## config.mk

```make
export PLATFORM = sky130hd
export DESIGN_NAME = ef_pwm_deadtime
export DESIGN_NICKNAME = d
export VERILOG_FILES = /design/src/rtl/ef_pwm_deadtime.sv
export SDC_FILE = /design/constraint.sdc
export NUM_CORES = 1
export LEC_CHECK = 0
export BUFFER_PORTS_ARGS = -buffer_cell sky130_fd_sc_hd__buf_2
export CORE_ASPECT_RATIO = 0.8
export CORE_MARGIN = 2
export CORE_UTILIZATION = 40
export CTS_CLUSTER_SIZE = 20
export DETAILED_ROUTE_END_ITERATION = 10
export SYNTH_ARGS = -nofsm -noshare
export SYNTH_HDL_FRONTEND = slang
export SYNTH_SLANG_ARGS = --single-unit
```

## constraint.sdc

```tcl
create_clock -name clk -period 3.9 [get_ports clk]
set_input_delay 0.39 -clock clk [delete_from_list [all_inputs] [get_ports clk]]
set_output_delay 0.39 -clock clk [all_outputs]
set_load 0.01 [all_outputs]
```

## src/rtl/ef_pwm_deadtime.sv

```systemverilog
// Dead-time insertion stage: turns one raw PWM channel into a non-overlapping
// high/low gate-drive pair, with latched fault shutdown and a swallowed-pulse counter.
module ef_pwm_deadtime #(
  parameter int unsigned DT_W = 8,
  parameter int unsigned SC_W = 16
) (
  input  logic            clk,
  input  logic            rst,
  input  logic            en,
  input  logic            pwm_in,
  input  logic [DT_W-1:0] dt_rise,
  input  logic [DT_W-1:0] dt_fall,
  input  logic            pol_h,
  input  logic            pol_l,
  input  logic            fault_in,
  input  logic            fault_clr,
  output logic            out_h,
  output logic            out_l,
  output logic            dt_active,
  output logic            fault_sts,
  output logic [SC_W-1:0] short_cnt,
  input  logic            short_clr
);

  typedef enum logic [2:0] {
    StOff,
    StLow,
    StDtRise,
    StHigh,
    StDtFall,
    StFault
  } state_e;

  state_e          state_q, state_d;
  logic [DT_W-1:0] cnt_q, cnt_d;
  logic [SC_W-1:0] short_cnt_d;
  logic            swallow;
  logic            h_lvl, l_lvl, dt_lvl, fault_lvl;

  always_comb begin
    state_d = state_q;
    cnt_d   = cnt_q;
    swallow = 1'b0;
    if (fault_in) begin
      state_d = StFault;
    end else if (!en && (state_q != StFault)) begin
      state_d = StOff;
    end else begin
      unique case (state_q)
        StOff: begin
          // Leaving OFF always goes through a full dead time before driving.
          if (pwm_in) begin
            state_d = StDtRise;
            cnt_d   = dt_rise;
          end else begin
            state_d = StDtFall;
            cnt_d   = dt_fall;
          end
        end
        StLow: begin
          if (pwm_in) begin
            state_d = StDtRise;
            cnt_d   = dt_rise;
          end
        end
        StDtRise: begin
          if (!pwm_in) begin
            state_d = StLow;
            swallow = 1'b1;
          end else if (cnt_q == '0) begin
            state_d = StHigh;
          end else begin
            cnt_d = cnt_q - DT_W'(1);
          end
        end
        StHigh: begin
          if (!pwm_in) begin
            state_d = StDtFall;
            cnt_d   = dt_fall;
          end
        end
        StDtFall: begin
          if (pwm_in) begin
            state_d = StHigh;
            swallow = 1'b1;
          end else if (cnt_q == '0) begin
            state_d = StLow;
          end else begin
            cnt_d = cnt_q - DT_W'(1);
          end
        end
        StFault: begin
          // fault_in is known low here; it is handled above.
          if (fault_clr) begin
            state_d = StOff;
          end
        end
        default: state_d = StOff;
      endcase
    end
  end

  always_comb begin
    short_cnt_d = short_cnt;
    if (short_clr) begin
      short_cnt_d = '0;
    end else if (swallow && (short_cnt != '1)) begin
      short_cnt_d = short_cnt + SC_W'(1);
    end
  end

  // Outputs follow the next state so they change on the same edge as the FSM.
  assign h_lvl     = (state_d == StHigh);
  assign l_lvl     = (state_d == StLow);
  assign dt_lvl    = (state_d == StDtRise) || (state_d == StDtFall);
  assign fault_lvl = (state_d == StFault);

  always_ff @(posedge clk) begin
    if (rst) begin
      state_q   <= StOff;
      cnt_q     <= '0;
      short_cnt <= '0;
      out_h     <= 1'b0;
      out_l     <= 1'b0;
      dt_active <= 1'b0;
      fault_sts <= 1'b0;
    end else begin
      state_q   <= state_d;
      cnt_q     <= cnt_d;
      short_cnt <= short_cnt_d;
      out_h     <= h_lvl ^ pol_h;
      out_l     <= l_lvl ^ pol_l;
      dt_active <= dt_lvl;
      fault_sts <= fault_lvl;
    end
  end

endmodule

```

# == Word-level counts from Yosys, hierarchy flattened ==
# Index checks and enable logic that the tools add are counted.
# totals
reg_bits,31
in_bits,25
out_inout_bits,20
word_cells,61
# op_classes
n_addsub,2
eq_ne,16
n_mux,23
bitwise_logic,4
n_reduce_logical,9
# ops
op,n
$mux W8,6
$pmux W8 S5,1
$mux W3,10
$pmux W3 S6,1
$add A16 B1 Y16 const B,1
$ne A16 B16 Y1 const B,1
$eq A3 B2 Y1 const B,4
$eq A3 B3 Y1 const B,4
$logic_not A8 Y1,1
$ne A2 B2 Y1 const B,4
$sub A8 B1 Y8 const B,1
$reduce_and A7 Y1,1
$eq A3 B1 Y1 const B,2
$reduce_bool A5 Y1,1
$mux W1,4
$logic_not A3 Y1,1
$ne A3 B3 Y1 const B,1
$logic_and A1 B1 Y1,2
$not A1 Y1,2
$pmux W1 S2,1
$reduce_or A2 Y1,1
$xor A1 B1 Y1,2
$logic_not A1 Y1,1
$logic_or A1 B1 Y1,1

# == Longest topological paths before layout ==
# Gate-level depths: netlist of run 1.
# depth
depth_word,8
ltp_mapped,8
ltp_nobuf,7

# == Worst setup path before layout of run 1 ==
# OpenSTA, ideal clock, no wires.
# synth_path
path_kind,reg2reg
startpoint,reg cnt_q[0]
endpoint,reg out_l
arrival_ns,1.911
required_time_ns,3.777
path_slack_ns,1.866
stages_incl_launch_ff,8
synth_period_minus_slack_ns,2.034
path_cell_list,dfxtp_1 -> inv_1 -> ha_1 -> or4b_4 -> nor4b_4 -> a221oi_2 -> and4bb_1 -> mux2_1
# synth_via
elab_chain_len,8
# synth_rtl
item,line,text
from (decl),35,"logic [DT_W-1:0] cnt_q, cnt_d;"
from (signal assigned),129,cnt_q <= cnt_d;
$logic_not A8 Y1 *,"70, 86",
$mux W3 (on tied branches),"86, 70",
$mux W3 (on tied branches),"83, 67",
$pmux W3 S6 *,49,unique case (state_q)
$mux W3 *,46,end else if (!en && (state_q != StFault)) begin
$mux W3 *,44,if (fault_in) begin
$eq A3 B1 Y1 *,114,assign l_lvl = (state_d == StLow);
$xor A1 B1 Y1 *,132,out_l <= l_lvl ^ pol_l;
to (signal assigned),132,
to (decl),18,"output logic out_l,"
# Mark *: on every way between the ends. The rest lies on a longest branch, timed or not.
# A chain may end at the register's enable or synchronous reset.

# == Worst setup path in the final report of run 1 ==
# layout_path
startpoint,reg state_q[2]
endpoint,reg cnt_q[6]
# layout_via
elab_chain_len,4
# layout_rtl
item,line,text
from (decl),34,"state_e state_q, state_d;"
from (signal assigned),120,state_q <= StOff;
from (signal assigned),128,state_q <= state_d;
branches (longest 4 deep; another with $reduce_and A7 Y1),n/a,
# Several ways; the timed one is not identified.

==> results of run 1 <==
## synthesized netlist by cell type, types with 5 or more instances
library cell	count
sky130_fd_sc_hd__a21oi_1	33
sky130_fd_sc_hd__dfxtp_1	31
sky130_fd_sc_hd__nor2_1	31
sky130_fd_sc_hd__nand2_1	20
sky130_fd_sc_hd__o21ai_0	18
sky130_fd_sc_hd__nor3_1	16
sky130_fd_sc_hd__inv_1	12
sky130_fd_sc_hd__xnor2_1	12
sky130_fd_sc_hd__nand2b_1	10
sky130_fd_sc_hd__buf_2	9
sky130_fd_sc_hd__nand3_1	8
sky130_fd_sc_hd__nor3b_1	6
sky130_fd_sc_hd__a32o_1	5
sky130_fd_sc_hd__or3_1	5
## layer usage
metal,GRT usage (%),vias up,routed length (um)
met5,0,-,0
met4,3.59,0,19
met3,4.90,2,399
met2,26.2,85,2350
met1,28.0,1052,2820
li1,-,1146,-
## tightest hold or removal path: cells and delay by family
family | cells | cell delay (ps)
AOI/OAI and AO/OA | 1 | 50
buffers and inverters | 1 | 80
and+or+nand+nor | 1 | 90
## power groups by stage
| stage | Combinational, mW | Sequential [mW] | Clock, mW |
|---|---|---|---|
| finish | 0.200 | 0.348 | 0.256 |
| global route | 0.223 | 0.350 | 0.279 |
| CTS | 0.198 | 0.347 | 0.265 |
| detailed placement | 0.197 | 0.355 | 0 |
| global placement | 0.196 | 0.355 | 0 |
| floorplan | 0.158 | 0.344 | 0 |
## logic make-up (layout without fill, tap and decap cells)
kind of cell | count (synthesis) | in the layout | synth area share (%)
compound gates | 88 | 88 | 25.8
simple gates | 123 | 123 | 31.1
flops | 31 | 31 | 27.5
fa+ha+maj | 3 | 3 | 1.66
xor+xnor | 14 | 14 | 5.43
mux | 6 | 6 | 2.88
buf+inv | 30 | 65 | 5.65
## sequential cells by signal, indices dropped and copies added (netlist names)
name	cells
dt_active	1
short_cnt	16
fault_sts	1
state_q	3
out_h	1
out_l	1
cnt_q	8
## area by class of cell
| class | count | area, um^2 |
|---|---|---|
| fillers | 563 | 2840 |
| multi-input cells | 234 | 1510 |
| flip-flops and latches | 31 | 621 |
| repair buffers | 46 | 235 |
| well taps | 78 | 97.6 |
| clock buffers | 6 | 82.6 |
| inverters | 12 | 45.0 |
| clock inverters | 1 | 5.00 |
## layout by cell type, fill, tap and decap left out, types with 3 or more instances in the layout
master                     instances
sky130_fd_sc_hd__nor3b_1           6
sky130_fd_sc_hd__or3_1             5
sky130_fd_sc_hd__nor4_1            4
sky130_fd_sc_hd__buf_2            44
sky130_fd_sc_hd__o22ai_1           3
sky130_fd_sc_hd__a32o_1            5
sky130_fd_sc_hd__xnor2_1          12
sky130_fd_sc_hd__inv_1            12
sky130_fd_sc_hd__a21oi_1          33
sky130_fd_sc_hd__nand2_1          20
sky130_fd_sc_hd__nor2_1           31
sky130_fd_sc_hd__clkbuf_8          6
sky130_fd_sc_hd__o32ai_1           3
sky130_fd_sc_hd__dfxtp_1          31
sky130_fd_sc_hd__nor2b_1           3
sky130_fd_sc_hd__nand2b_1         10
sky130_fd_sc_hd__ha_1              3
sky130_fd_sc_hd__a211oi_1          4
sky130_fd_sc_hd__mux2_2            3
sky130_fd_sc_hd__nand3_1           8
sky130_fd_sc_hd__o21ai_0          18
sky130_fd_sc_hd__nand4_1           3
sky130_fd_sc_hd__nor3_1           16
## worst max-delay path by stage
stage / from / end / slack [ps] / depth (start not counted)
2_1_floorplan: cnt_q[0] / out_l / 1870 / 7
3_5_place_dp: state_q[2] / cnt_q[6] / 1400 / 5
5_1_grt: state_q[2] / cnt_q[6] / 1150 / 5
3_3_place_gp: state_q[2] / cnt_q[6] / 1470 / 5
4_1_cts: state_q[2] / cnt_q[6] / 1380 / 5
6_report: state_q[2] / cnt_q[6] / 1370 / 5
## stage by stage
stage	power, mW	util [%]
floorplan	0.503	-
global placement	0.551	46.1
detailed placement	0.552	46.1
CTS	0.810	47.7
global route	0.853	47.7
finish	0.804	47.7
==> metrics.txt, run 1 <==
# TYPE chip_impl_metric gauge
chip_impl_info{name="status",value="finished clean"} 1
chip_impl_metric{name="core",unit="um^2"} 5440
chip_impl_metric{name="placement_rows",unit=""} 24
chip_impl_metric{name="grt_overflow_total",unit=""} 0
chip_impl_metric{name="firstDrtPassIters",unit=""} 5
chip_impl_info{name="timing.critical_path.slowest_stage_cell",value="sky130_fd_sc_hd__dfxtp_1"} 1
chip_impl_metric{name="finalClockSkew",unit="ps"} 6.78
chip_impl_metric{name="timing_worst_slew_pin_value",unit="ps"} 948
chip_impl_metric{name="synth-edff-count",unit=""} 0
chip_impl_info{name="crit_path_start_kind",value="flip-flop"} 1
chip_impl_metric{name="globalplace.congestion",unit=""} 0.872
chip_impl_metric{name="synth-async-reset-ratio",unit="%"} 0
chip_impl_metric{name="p_leak",unit="nW"} 1.01
chip_impl_metric{name="report.final.hold_viol_count",unit=""} 0
chip_impl_metric{name="wire_length_of_the_first_global_routing_pass",unit="mm"} 9.45
chip_impl_metric{name="antenna_left",unit=""} 0
chip_impl_metric{name="gr-usage-all-layers",unit="%"} 18.5
chip_impl_info{name="reg2reg_from",value="state_q[2]"} 1
chip_impl_metric{name="relSlewSlack",unit="%"} 36.7
chip_impl_info{name="post_synth_main_area_contributors",value="sky130_fd_sc_hd__dfxtp_1 (27%), sky130_fd_sc_hd__a21oi_1 (7.3%), sky130_fd_sc_hd__nor2_1 (5.2%)"} 1
chip_impl_metric{name="synthesis.area",unit="um^2"} 2260
chip_impl_info{name="netlist.top_cell.by_area",value="sky130_fd_sc_hd__dfxtp_1"} 1
chip_impl_metric{name="synthDominantCellAreaShare",unit="%"} 27.5
chip_impl_metric{name="drt-vias-per-instance",unit=""} 5.60
chip_impl_metric{name="regToRegSetupSlack",unit="ps"} 1370
chip_impl_metric{name="ys_ff_latch",unit=""} 31
chip_impl_metric{name="ys_warn_count",unit=""} 0
chip_impl_metric{name="grt_max_degree",unit=""} 33
chip_impl_metric{name="grt_antenna_before_repair",unit=""} 0
chip_impl_metric{name="cts_resized",unit=""} 0
chip_impl_metric{name="cp_max_fo",unit=""} 29
chip_impl_metric{name="clockPowerShare",unit="%"} 31.8
chip_impl_metric{name="totalWireLength",unit="mm"} 5.58
chip_impl_metric{name="antenna_cells_inserted",unit=""} 0
chip_impl_metric{name="die_area",unit="um^2"} 6260
chip_impl_metric{name="inserted_clock_buffers",unit=""} 5
chip_impl_metric{name="placement.io_buffers",unit=""} 44
chip_impl_info{name="critical_path.endpoint_type",value="flip-flop"} 1
chip_impl_metric{name="clock_sinks",unit=""} 31
chip_impl_metric{name="swShare",unit="%"} 31.1
chip_impl_metric{name="share_of_layout_cells_above_drive_strength_1",unit="%"} 21.2
chip_impl_metric{name="timing.final.max_slew_violations",unit=""} 0
chip_impl_metric{name="post_layout_nonfiller_instances",unit=""} 408
chip_impl_metric{name="fin_ws",unit="ps"} 1370
chip_impl_metric{name="fmaxAchievable",unit="GHz"} 0.395
chip_impl_metric{name="period_needed",unit="ps"} 2530
chip_impl_metric{name="power.ir.vdd_worst",unit="uV"} 138
chip_impl_metric{name="critical_path.max_stage_delay",unit="ps"} 940
chip_impl_metric{name="dp.final_hpwl",unit="mm"} 4.02
chip_impl_info{name="critical_path_cell_sequence",value="and4bb_2 -> o41ai_2 -> nor2_1 -> a21oi_1 -> a211oi_1"} 1
chip_impl_metric{name="finalHoldWorstSlack",unit="ps"} 384
chip_impl_metric{name="power_switching",unit="uW"} 250
chip_impl_metric{name="worst-path-buf-inv",unit=""} 0
chip_impl_info{name="r2r_end",value="cnt_q[6]"} 1
chip_impl_metric{name="boundaryPins",unit=""} 45
chip_impl_metric{name="synthesis.area_per_instance",unit="um^2"} 7.65
chip_impl_info{name="critical_path.top_delay_family",value="flip-flops"} 1
chip_impl_metric{name="cts_post_setup_buffers_inserted",unit=""} 0
chip_impl_metric{name="clk_transition_reported_paths",unit="ps"} 70
chip_impl_metric{name="die_height",unit="um"} 71.2
chip_impl_metric{name="finalInstanceArea",unit="um^2"} 2590
chip_impl_metric{name="htreeDepth",unit=""} 2
chip_impl_metric{name="syn_inst",unit=""} 295
chip_impl_metric{name="starting_utilization_of_the_core_area",unit="%"} 41.5
chip_impl_metric{name="clock_latency",unit="ps"} 280
chip_impl_metric{name="mappedNetlistNets",unit=""} 323
chip_impl_metric{name="dp_slack",unit="ps"} 1400
chip_impl_metric{name="post_drt_wl_per_cell",unit="um"} 13.7
chip_impl_metric{name="drc",unit=""} 0
chip_impl_info{name="setup.worst_path.class",value="flip-flop to flip-flop"} 1
chip_impl_metric{name="syn2layout_area_growth",unit="%"} 15.0
chip_impl_metric{name="nNetsFinal",unit=""} 358
chip_impl_info{name="rsz_0062_raised_after_global_routing",value="false"} 1
chip_impl_metric{name="detail_route.iter0.violations",unit=""} 183
chip_impl_metric{name="yosysUniqueCellTypes",unit=""} 59
chip_impl_metric{name="grt_pass1_vias",unit=""} 2019
chip_impl_metric{name="min_delay_path_depth",unit=""} 3
chip_impl_metric{name="post_cts_hold_buffer_count",unit=""} 0
chip_impl_metric{name="dp_cells",unit=""} 401
chip_impl_info{name="min-delay-path-class",value="input port to flip-flop"} 1
chip_impl_metric{name="cp.arrival",unit="ps"} 2670
chip_impl_info{name="synth_flop_cell",value="sky130_fd_sc_hd__dfxtp_1"} 1
chip_impl_metric{name="worstRegToRegCells",unit=""} 5
chip_impl_metric{name="cap_viol_max_count",unit=""} 0
chip_impl_metric{name="timing.setup.tns",unit="ps"} 0
chip_impl_metric{name="internal_power_consumption",unit="uW"} 554
chip_impl_metric{name="via_count",unit=""} 2285
chip_impl_info{name="clock-root-buffer",value="sky130_fd_sc_hd__clkbuf_8"} 1
chip_impl_info{name="tritoncts",value="done"} 1
chip_impl_info{name="hp-start",value="pol_h"} 1
chip_impl_metric{name="powerDensity",unit="nW/um^2"} 310
chip_impl_metric{name="power.sequential.fraction",unit="%"} 43.3
chip_impl_metric{name="fin_crit_sh",unit="%"} 64.9
chip_impl_metric{name="synth.yosys.seq_area_share",unit="%"} 27.5
chip_impl_metric{name="dpl-instance-area",unit="um^2"} 2510
chip_impl_metric{name="cts.path.max_buffers",unit=""} 2
chip_impl_metric{name="worstPathRequired",unit="ps"} 4040
chip_impl_metric{name="p_comb_share",unit="%"} 24.8
chip_impl_metric{name="die-width",unit="um"} 88.0
chip_impl_metric{name="setup_viol_count_final",unit=""} 0
chip_impl_info{name="min_to",value="out_h"} 1
Power figures use the tool's default switching activity.
==> run 2: changes to the inputs <==
==> constraint.sdc (replaced) <==
create_clock -name clk -period 2.23 [get_ports clk]
set_input_delay 0.223 -clock clk [delete_from_list [all_inputs] [get_ports clk]]
set_output_delay 0.223 -clock clk [all_outputs]
set_load 0.01 [all_outputs]
==> metrics.txt, run 2 (synthesized netlist as in run 1, its figures left out) <==
# TYPE chip_impl_metric gauge
chip_impl_info{name="most_flop_heavy_register",value="short_cnt"} 1
chip_impl_metric{name="finalCoreUtilization",unit="%"} 50.0
chip_impl_metric{name="relSlewSlack",unit="%"} 59.3
chip_impl_metric{name="die-width",unit="um"} 88.0
chip_impl_metric{name="clock_latency",unit="ps"} 280
chip_impl_metric{name="multiInputGateArea",unit="um^2"} 1520
chip_impl_metric{name="regArea",unit="um^2"} 622
chip_impl_info{name="critical_path_cell_sequence",value="inv_2 -> ha_1 -> or4b_4 -> nor4b_4 -> a221oi_2 -> and4bb_1 -> mux2_1"} 1
chip_impl_metric{name="p_leak",unit="nW"} 1.08
chip_impl_metric{name="grt_antenna_before_repair",unit=""} 0
chip_impl_metric{name="grt_max_degree",unit=""} 20
chip_impl_metric{name="inserted_clock_buffers",unit=""} 5
chip_impl_metric{name="die_height",unit="um"} 71.2
chip_impl_metric{name="fmaxAchievable",unit="GHz"} 0.471
chip_impl_metric{name="cap_viol_max_count",unit=""} 0
chip_impl_metric{name="cp.arrival",unit="ps"} 2300
chip_impl_info{name="critical_path.endpoint_type",value="flip-flop"} 1
chip_impl_info{name="layout_common_cells",value="sky130_fd_sc_hd__buf_2 (44), sky130_fd_sc_hd__a21oi_1 (32), sky130_fd_sc_hd__nor2_1 (30), sky130_fd_sc_hd__dfxtp_1 (30), sky130_fd_sc_hd__nand2_1 (20)"} 1
chip_impl_metric{name="drt-vias-per-instance",unit=""} 5.40
chip_impl_metric{name="worstPathRequired",unit="ps"} 2400
chip_impl_metric{name="clock_sinks",unit=""} 31
chip_impl_metric{name="dp.final_hpwl",unit="mm"} 4.25
chip_impl_metric{name="placement_rows",unit=""} 24
chip_impl_metric{name="fin_ws",unit="ps"} 106
chip_impl_metric{name="gr-usage-all-layers",unit="%"} 18.8
chip_impl_metric{name="total_power",unit="mW"} 1.56
chip_impl_metric{name="htreeDepth",unit=""} 2
chip_impl_metric{name="drc",unit=""} 0
chip_impl_metric{name="via_count",unit=""} 2268
chip_impl_metric{name="power.ir.vdd_worst",unit="uV"} 362
chip_impl_metric{name="globalplace.congestion",unit=""} 0.897
chip_impl_metric{name="timing_worst_slew_pin_value",unit="ps"} 604
chip_impl_metric{name="antenna_cells_inserted",unit=""} 0
chip_impl_metric{name="detail_route.iter0.violations",unit=""} 108
chip_impl_info{name="clock-root-buffer",value="sky130_fd_sc_hd__clkbuf_8"} 1
chip_impl_info{name="layout_commonest_cell",value="sky130_fd_sc_hd__buf_2"} 1
chip_impl_metric{name="finalHoldWorstSlack",unit="ps"} 209
chip_impl_metric{name="report.final.hold_viol_count",unit=""} 0
chip_impl_metric{name="core",unit="um^2"} 5440
chip_impl_metric{name="critical_path.max_stage_delay",unit="ps"} 490
chip_impl_metric{name="setup_viol_count_final",unit=""} 0
chip_impl_info{name="largest_registers_ranked_by_flip_flop_count",value="short_cnt (16), cnt_q (8), state_q (3)"} 1
chip_impl_metric{name="post_drt_wl_per_cell",unit="um"} 13.5
chip_impl_info{name="status",value="finished clean"} 1
chip_impl_metric{name="fillCellCount",unit=""} 560
chip_impl_metric{name="die_area",unit="um^2"} 6260
chip_impl_metric{name="timing.final.max_slew_violations",unit=""} 0
chip_impl_info{name="min-delay-path-class",value="input port to flip-flop"} 1
chip_impl_metric{name="cts.path.max_buffers",unit=""} 2
chip_impl_metric{name="grt_overflow_total",unit=""} 0
chip_impl_metric{name="largest_register_ff_count",unit=""} 16
chip_impl_metric{name="wire_length_of_the_first_global_routing_pass",unit="mm"} 9.50
chip_impl_metric{name="nNetsFinal",unit=""} 369
chip_impl_metric{name="placement.io_buffers",unit=""} 44
chip_impl_metric{name="powerDensity",unit="nW/um^2"} 576
chip_impl_metric{name="grt_pass1_vias",unit=""} 1989
chip_impl_info{name="tritoncts",value="done"} 1
chip_impl_info{name="setup.worst_path.class",value="flip-flop to flip-flop"} 1
chip_impl_metric{name="totalWireLength",unit="mm"} 5.68
chip_impl_metric{name="syn2layout_area_growth",unit="%"} 20.3
chip_impl_metric{name="antenna_left",unit=""} 0
chip_impl_metric{name="clk_transition_reported_paths",unit="ps"} 70
chip_impl_metric{name="finalClockSkew",unit="ps"} 8.65
chip_impl_metric{name="cp_max_fo",unit=""} 4
chip_impl_metric{name="period_needed",unit="ps"} 2120
chip_impl_metric{name="starting_utilization_of_the_core_area",unit="%"} 41.5
chip_impl_metric{name="share_of_layout_cells_above_drive_strength_1",unit="%"} 25.4
chip_impl_metric{name="post_cts_hold_buffer_count",unit=""} 0
chip_impl_metric{name="dp_slack",unit="ps"} 121
chip_impl_metric{name="regToRegSetupSlack",unit="ps"} 110
chip_impl_info{name="timing.critical_path.slowest_stage_cell",value="sky130_fd_sc_hd__or4b_4"} 1
chip_impl_metric{name="firstDrtPassIters",unit=""} 4
chip_impl_info{name="crit_path_start_kind",value="flip-flop"} 1
chip_impl_metric{name="boundaryPins",unit=""} 45
chip_impl_metric{name="fin_crit_sh",unit="%"} 95.3
## run 2: cell types whose count changed in the layout (fill, tap and decap cells not counted), sizes merged
cell    delta
bufinv     +1
buf       +11
## run 2: through the flow
stage	TNS, ps	instances	cell area (um^2)
final	0	420	2720
after global routing	-2.00	420	2720
after CTS	0	419	2700
after detailed placement	0	411	2580
after global placement	0	411	2580
after floorplan	0	295	2260
## run 2: timing repair
item / in CTS / in global routing
setup buffers: 0 / 1
setup endpoints to repair: 0 / 4
resized for setup: 0 / 5
## run 2: metal layers
| layer | GRT usage, % | share of wire [%] | wire length [um] |
|---|---|---|---|
| met5 | 0 | 0 | 0 |
| met4 | 3.93 | 0.76 | 43 |
| met3 | 4.78 | 5.2 | 294 |
| met2 | 26.3 | 42 | 2410 |
| met1 | 29.0 | 52 | 2940 |
## run 2: final cells by class
| cell class | count | area share, % |
|---|---|---|
| multi-input combinational | 234 | 55.8 |
| sequential | 31 | 22.9 |
| timing repair buffer | 57 | 11.7 |
| tap | 78 | 3.59 |
| clock buffer | 6 | 3.04 |
| inverter | 12 | 1.66 |
| clock inverter | 2 | 1.29 |
## run 2: path summary, 6_finish.rpt
path / startpoint / to / depth (start not counted)
worst min-delay path: pol_h / out_h / 3
worst max register to register: cnt_q[1] / out_l / 7
worst min register to register: cnt_q[4] / cnt_q[4] / 2
worst max-delay path: cnt_q[1] / out_l / 7
## run 2: critical path: cells and delay by family, from the launching register on
kind	cells	cell delay [ps]
simple gates	3	1090
flops	1	330
mux	1	310
fa+ha+maj	1	130
buf+inv	1	80
compound gates	1	80
## run 2: power breakdown
part,switching [mW],internal [mW]
Sequential,0.0296,0.574
Combinational,0.211,0.176
Clock,0.212,0.361
